===== config.mk =====
export PLATFORM = sky130hd
export DESIGN_NAME = serial_word_rx
export DESIGN_NICKNAME = d
export VERILOG_FILES = /design/src/rtl/serial_pkg.sv /design/src/rtl/rx_word_fifo.sv /design/src/rtl/serial_word_rx.sv
export SDC_FILE = /design/constraint.sdc
export NUM_CORES = 1
export LEC_CHECK = 0
export CORE_MARGIN = 5
export CORE_UTILIZATION = 40
export DETAILED_ROUTE_END_ITERATION = 10
export HOLD_SLACK_MARGIN = 0.1
export PLACE_DENSITY = 0.57
export SYNTH_ARGS = -nofsm -noshare
export SYNTH_HDL_FRONTEND = slang
export SYNTH_SLANG_ARGS = --single-unit

===== constraint.sdc =====
create_clock -name clk -period 3.7 [get_ports clk]
set_clock_uncertainty 0.1 [all_clocks]
set_input_delay 0.74 -clock clk [delete_from_list [all_inputs] [get_ports clk]]
set_output_delay 0.74 -clock clk [all_outputs]
set_load 0.05 [all_outputs]

===== src/rtl/serial_pkg.sv =====
// Shared defaults and FSM state type for the serial word receiver.
package serial_pkg;

    localparam int WORD_W_DEFAULT     = 8;
    localparam int FIFO_DEPTH_DEFAULT = 4;

    typedef enum logic [1:0] {
        IDLE  = 2'd0,
        SHIFT = 2'd1,
        PAR   = 2'd2
    } rx_state_t;

endpackage


===== src/rtl/rx_word_fifo.sv =====
// Received-word buffer: power-of-two circular store, head word presented
// combinationally (zero while empty), pop on empty ignored.
module rx_word_fifo
    import serial_pkg::*;
#(
    parameter int WORD_W     = WORD_W_DEFAULT,
    parameter int FIFO_DEPTH = FIFO_DEPTH_DEFAULT,
    localparam int PTR_W     = $clog2(FIFO_DEPTH)
) (
    input  logic              clk,
    input  logic              rst,
    input  logic              push,
    input  logic              pop,
    input  logic [WORD_W-1:0] in_data,
    output logic [WORD_W-1:0] out_data,
    output logic [PTR_W:0]    count,
    output logic              full,
    output logic              empty
);

    localparam logic [PTR_W:0] FULL_COUNT = (PTR_W + 1)'(FIFO_DEPTH);

    logic [WORD_W-1:0] mem [FIFO_DEPTH];
    logic [PTR_W-1:0]  wr_ptr_reg;
    logic [PTR_W-1:0]  rd_ptr_reg;
    logic [PTR_W:0]    count_reg;
    logic              do_push;
    logic              do_pop;

    assign empty = (count_reg == '0);
    assign full  = (count_reg == FULL_COUNT);
    assign count = count_reg;

    // A pop frees the slot a same-cycle push needs, so full+pop+push is legal.
    assign do_pop  = pop && !empty;
    assign do_push = push && (!full || do_pop);

    always_ff @(posedge clk) begin
        if (rst) begin
            wr_ptr_reg <= '0;
            rd_ptr_reg <= '0;
            count_reg  <= '0;
        end else begin
            if (do_push) wr_ptr_reg <= wr_ptr_reg + 1'b1;
            if (do_pop)  rd_ptr_reg <= rd_ptr_reg + 1'b1;
            case ({do_push, do_pop})
                2'b10:   count_reg <= count_reg + 1'b1;
                2'b01:   count_reg <= count_reg - 1'b1;
                default: count_reg <= count_reg;
            endcase
        end
    end

    always_ff @(posedge clk) begin
        if (do_push) mem[wr_ptr_reg] <= in_data;
    end

    assign out_data = empty ? '0 : mem[rd_ptr_reg];

endmodule


===== src/rtl/serial_word_rx.sv =====
// LSB-first serial word receiver with sof framing and an output word buffer.
// Optional even-parity bit per frame when SERIAL_WORD_RX_PARITY_EN is defined.
module serial_word_rx
    import serial_pkg::*;
#(
    parameter int WORD_W     = WORD_W_DEFAULT,
    parameter int FIFO_DEPTH = FIFO_DEPTH_DEFAULT
) (
    input  logic              clk,
    input  logic              rst,
    input  logic              sin,
    input  logic              sin_valid,
    input  logic              sof,
    output logic [WORD_W-1:0] out_data,
    output logic              out_valid,
    input  logic              out_ready,
    output logic              busy,
    output logic              overflow,
    output logic              frame_err,
    output logic              parity_err
);

    localparam int             CNT_W    = $clog2(WORD_W + 1);
    localparam int             PTR_W    = $clog2(FIFO_DEPTH);
    localparam logic [CNT_W-1:0] LAST_IDX = CNT_W'(WORD_W - 1);

    rx_state_t         state_reg;
    rx_state_t         state_next;
    logic [WORD_W-1:0] shreg_reg;
    logic [CNT_W-1:0]  bit_cnt_reg;
    logic [WORD_W-1:0] shifted;

    logic              start_frame;
    logic              shift_bit;
    logic              push;
    logic [WORD_W-1:0] push_data;
    logic              frame_err_next;
    logic              parity_err_next;
    logic              overflow_next;

    logic              frame_err_reg;
    logic              overflow_reg;
    logic              fifo_full;
    logic              fifo_empty;
    logic [PTR_W:0]    fifo_count;
    logic              unused_count;

    assign shifted = {sin, shreg_reg[WORD_W-1:1]};
    wire   last_bit = (bit_cnt_reg == LAST_IDX);

    always_ff @(posedge clk) begin
        if (rst) state_reg <= IDLE;
        else     state_reg <= state_next;
    end

    always_comb begin
        state_next = state_reg;
        case (state_reg)
            IDLE: begin
                if (sin_valid && sof) state_next = SHIFT;
            end
            SHIFT: begin
                if (sin_valid && !sof && last_bit) begin
`ifdef SERIAL_WORD_RX_PARITY_EN
                    state_next = PAR;
`else
                    state_next = IDLE;
`endif
                end
            end
            PAR: begin
                if (sin_valid) state_next = sof ? SHIFT : IDLE;
            end
            default: state_next = IDLE;
        endcase
    end

    always_comb begin
        start_frame     = 1'b0;
        shift_bit       = 1'b0;
        push            = 1'b0;
        push_data       = shifted;
        frame_err_next  = 1'b0;
        parity_err_next = 1'b0;
        case (state_reg)
            IDLE: begin
                start_frame = sin_valid && sof;
            end
            SHIFT: begin
                if (sin_valid) begin
                    if (sof) begin
                        start_frame    = 1'b1;
                        frame_err_next = 1'b1;
                    end else begin
                        shift_bit = 1'b1;
`ifndef SERIAL_WORD_RX_PARITY_EN
                        push = last_bit;
`endif
                    end
                end
            end
            PAR: begin
                if (sin_valid) begin
                    if (sof) begin
                        start_frame    = 1'b1;
                        frame_err_next = 1'b1;
                    end else begin
`ifdef SERIAL_WORD_RX_PARITY_EN
                        // Even parity: data bits plus parity bit XOR to zero.
                        push_data = shreg_reg;
                        if (sin == ^shreg_reg) push = 1'b1;
                        else                   parity_err_next = 1'b1;
`endif
                    end
                end
            end
            default: ;
        endcase
    end

    always_ff @(posedge clk) begin
        if (rst) begin
            shreg_reg   <= '0;
            bit_cnt_reg <= '0;
        end else if (start_frame) begin
            shreg_reg   <= {sin, {(WORD_W-1){1'b0}}};
            bit_cnt_reg <= CNT_W'(1);
        end else if (shift_bit) begin
            shreg_reg   <= shifted;
            bit_cnt_reg <= bit_cnt_reg + 1'b1;
        end
    end

    // A full buffer can only be relieved by a pop in the same cycle.
    assign overflow_next = push && fifo_full && !out_ready;

    always_ff @(posedge clk) begin
        if (rst) begin
            frame_err_reg <= 1'b0;
            overflow_reg  <= 1'b0;
        end else begin
            frame_err_reg <= frame_err_next;
            overflow_reg  <= overflow_next;
        end
    end

`ifdef SERIAL_WORD_RX_PARITY_EN
    logic parity_err_reg;
    always_ff @(posedge clk) begin
        if (rst) parity_err_reg <= 1'b0;
        else     parity_err_reg <= parity_err_next;
    end
    assign parity_err = parity_err_reg;
`else
    assign parity_err = 1'b0;
`endif

    rx_word_fifo #(
        .WORD_W     (WORD_W),
        .FIFO_DEPTH (FIFO_DEPTH)
    ) u_fifo (
        .clk      (clk),
        .rst      (rst),
        .push     (push),
        .pop      (out_ready),
        .in_data  (push_data),
        .out_data (out_data),
        .count    (fifo_count),
        .full     (fifo_full),
        .empty    (fifo_empty)
    );

    assign unused_count = ^{fifo_count, parity_err_next};

    assign out_valid = !fifo_empty;
    assign busy      = (state_reg != IDLE);
    assign overflow  = overflow_reg;
    assign frame_err = frame_err_reg;

endmodule


==> results.json <==
{
  "status": "complete, no violations",
  "largest_reg_flops": 32,
  "drtIter0Drc": 47,
  "fin_nets": 198,
  "swShare_pct": 19.9,
  "routabilityCongestion": 0.718,
  "endpoint_kind": "primary output",
  "critical_path_class": "flip-flop to primary output",
  "vdd_ir_drop_max_mv": 0.131,
  "die_x_um": 84.9,
  "r2r_cells": 9,
  "finalInstanceArea_um2": 2570,
  "hold_violations": 0,
  "tns_ns": 0,
  "io_pins": 19,
  "period_needed_ns": 3.30,
  "cts_hold_buf": 0,
  "p_seq_share_pct": 66.0,
  "startpoint_type": "flip-flop",
  "cts_sinks": 55,
  "globalRouteOverflowTotal": 0,
  "crit_end": "out_data[5]",
  "core_area_um2": 5470,
  "die_area_um2": 7210,
  "place_area_um2": 2490,
  "initial_core_util_pct": 41.0,
  "synth_edf_count": 32,
  "cts.repair.resized": 0,
  "drv_slew": 0,
  "yosysWarnings": 0,
  "pwr-share-clk_pct": 31.1,
  "arrival_ns": 2.46,
  "rsz0062_at_grt": "no",
  "synth_area_um2": 2250,
  "synth_cells": 166,
  "clk_pin_slew_ns": 0.09,
  "wl_um": 3810,
  "dp_hpwl_um": 2710,
  "max_freq_mhz": 303,
  "synth_cell_types": 34,
  "synth_ff_type": "edfxtp_1",
  "cp_max_fo": 8,
  "drive_gt1_share_pct": 12.4,
  "required_ns": 2.86,
  "syn_area_per_cell_um2": 13.5,
  "rrSetupSlack_ns": 1.19,
  "comb_power_share_pct": 2.9,
  "leakagePower_nw": 0.836,
  "antennaDiodeCount": 0,
  "fillCellCount": 504,
  "drt_first_pass_iters": 4,
  "io_buffer_count": 17,
  "drcViolationCount": 0,
  "async_flop_share_pct": 0,
  "grt_pass1_vias": 1240,
  "cts_tree": "yes",
  "p_switching_w": 0.000195,
  "syn_to_final_growth_pct": 14.5,
  "fp-row-count": 27,
  "setup_viol": 0,
  "ys_seq_elements": 55,
  "cts-root-buf": "clkbuf_8",
  "yosysSeqAreaShare_pct": 63.3,
  "synthTopCellsByArea": "edfxtp_1 (43%), dfxtp_1 (21%), mux4_2 (8.0%), ha_1 (3.3%), a21oi_1 (2.7%)",
  "grtUsageTotal_pct": 11.1,
  "clock_latency_ns": 0.30,
  "reg2reg_from": "u_fifo.count[0]",
  "grt_max_degree": 17,
  "antenna_left": 0,
  "slew_headroom_pct": 27.8,
  "timing.final.crit_share_pct": 89.1,
  "post_cts_buffers": 0,
  "internal_power_w": 0.000785,
  "worst_slew_pin_slew_ns": 1.07,
  "grt_pass1_wl_um": 6270,
  "yosys.area.top_type": "edfxtp_1",
  "hold_class": "flip-flop to flip-flop",
  "r2r_end": "u_fifo.count[2]",
  "wire_per_inst_um": 14.8,
  "synthesis.nets": 179,
  "num_vias": 1279,
  "drv_cap": 0,
  "h-tree-depth": 2,
  "antenna_found_initial": 0,
  "synth_top_area_share_pct": 42.8,
  "whs_ns": 0.388,
  "cts_made_buffers": 5,
  "fp.dieH_um": 84.9,
  "clock_path_buffers": 2,
  "power_density_nw_per_um2": 381,
  "via_per_inst": 4.96
}
## cell usage in the layout, fill, tap and decap left out, drive strengths merged, types with 4 or more instances in the layout
master,count
nand2,15
nor2b,9
mux4,8
clkdlybuf4s50,17
ha,6
edfxtp,32
and2,4
nor2,9
inv,9
a21oi,12
clkbuf,6
dfxtp,23
o21ai,4
xor2,4
## worst min path at each step
stage               slack (ns)              to  cells past startpoint            from
finish                    0.39  bit_cnt_reg[1]                      2  bit_cnt_reg[1]
global route              0.42  bit_cnt_reg[1]                      2  bit_cnt_reg[1]
CTS                       0.39  bit_cnt_reg[1]                      2  bit_cnt_reg[1]
detailed placement        0.38  bit_cnt_reg[1]                      2  bit_cnt_reg[1]
global placement          0.36  bit_cnt_reg[1]                      2  bit_cnt_reg[1]
floorplan                 0.35  bit_cnt_reg[1]                      2  bit_cnt_reg[1]
## cells in the mapped netlist (all sizes together) (2+ instances only)
cell / number
edfxtp: 32
dfxtp: 23
nand2: 15
a21oi: 12
inv: 9
nor2: 9
nor2b: 9
mux4: 8
ha: 6
and2: 4
clkbuf: 4
o21ai: 4
xor2: 4
buf: 3
nor3: 3
or3: 3
mux2i: 2
nand2b: 2
## power groups by stage
stage               Sequential (W)  Clock (W)  Combinational [W]
finish                    0.000647   0.000305          0.0000279
global placement          0.000660          0          0.0000275
floorplan                 0.000663          0          0.0000134
global route              0.000647   0.000342          0.0000305
detailed placement        0.000661          0          0.0000281
CTS                       0.000647   0.000315          0.0000283
## layout make-up
type                            instances  area (µm²)  area share [%]
Timing Repair Buffer                   19         185            7.20
Tap cell                               72        90.1            3.50
Multi-Input combinational cell         95         759            29.5
Inverter                                9        33.8            1.31
Clock buffer                            6        72.6            2.82
Sequential cell                        55        1420            55.3
Clock inverter                          2        8.76           0.341
## stage by stage
| stage | cells | utilization, % | total power (W) | setup WS (ns) |
|---|---|---|---|---|
| 2_1_floorplan | 166 | - | 0.000676 | 0.962 |
| 3_3_place_gp | 250 | 45.5 | 0.000688 | 0.499 |
| 3_5_place_dp | 250 | 45.5 | 0.000689 | 0.420 |
| 4_1_cts | 258 | 47.0 | 0.000990 | 0.337 |
| 5_1_grt | 258 | 47.0 | 0.00102 | 0.227 |
| 6_report | 258 | 47.0 | 0.000979 | 0.404 |
## kinds of logic (layout without fill, tap and decap cells)
logic type	after synthesis	count (layout)	share of synthesized area [%]
flops	55	55	63.3
simple gates	52	52	13.3
compound gates	20	20	4.96
buf+inv	16	36	2.90
mux	11	11	9.58
fa+ha+maj	7	7	4.23
xor+xnor	4	4	1.56
other cells	1	1	0.167
## per-layer routing
layer  global-route usage (%)  share of wire [%]
met5                        0                  0
met3                     3.30                5.4
met4                     3.45                1.3
met1                     14.3                 45
met2                     18.2                 48
## critical path, cell delays in order, from the launching register on
cell and delay (ns):
dfxtp_1 0.69, mux4_2 0.58, nor2b_1 0.15, clkdlybuf4s50_1 0.74
Note: power is estimated with default switching activity, not from simulation.
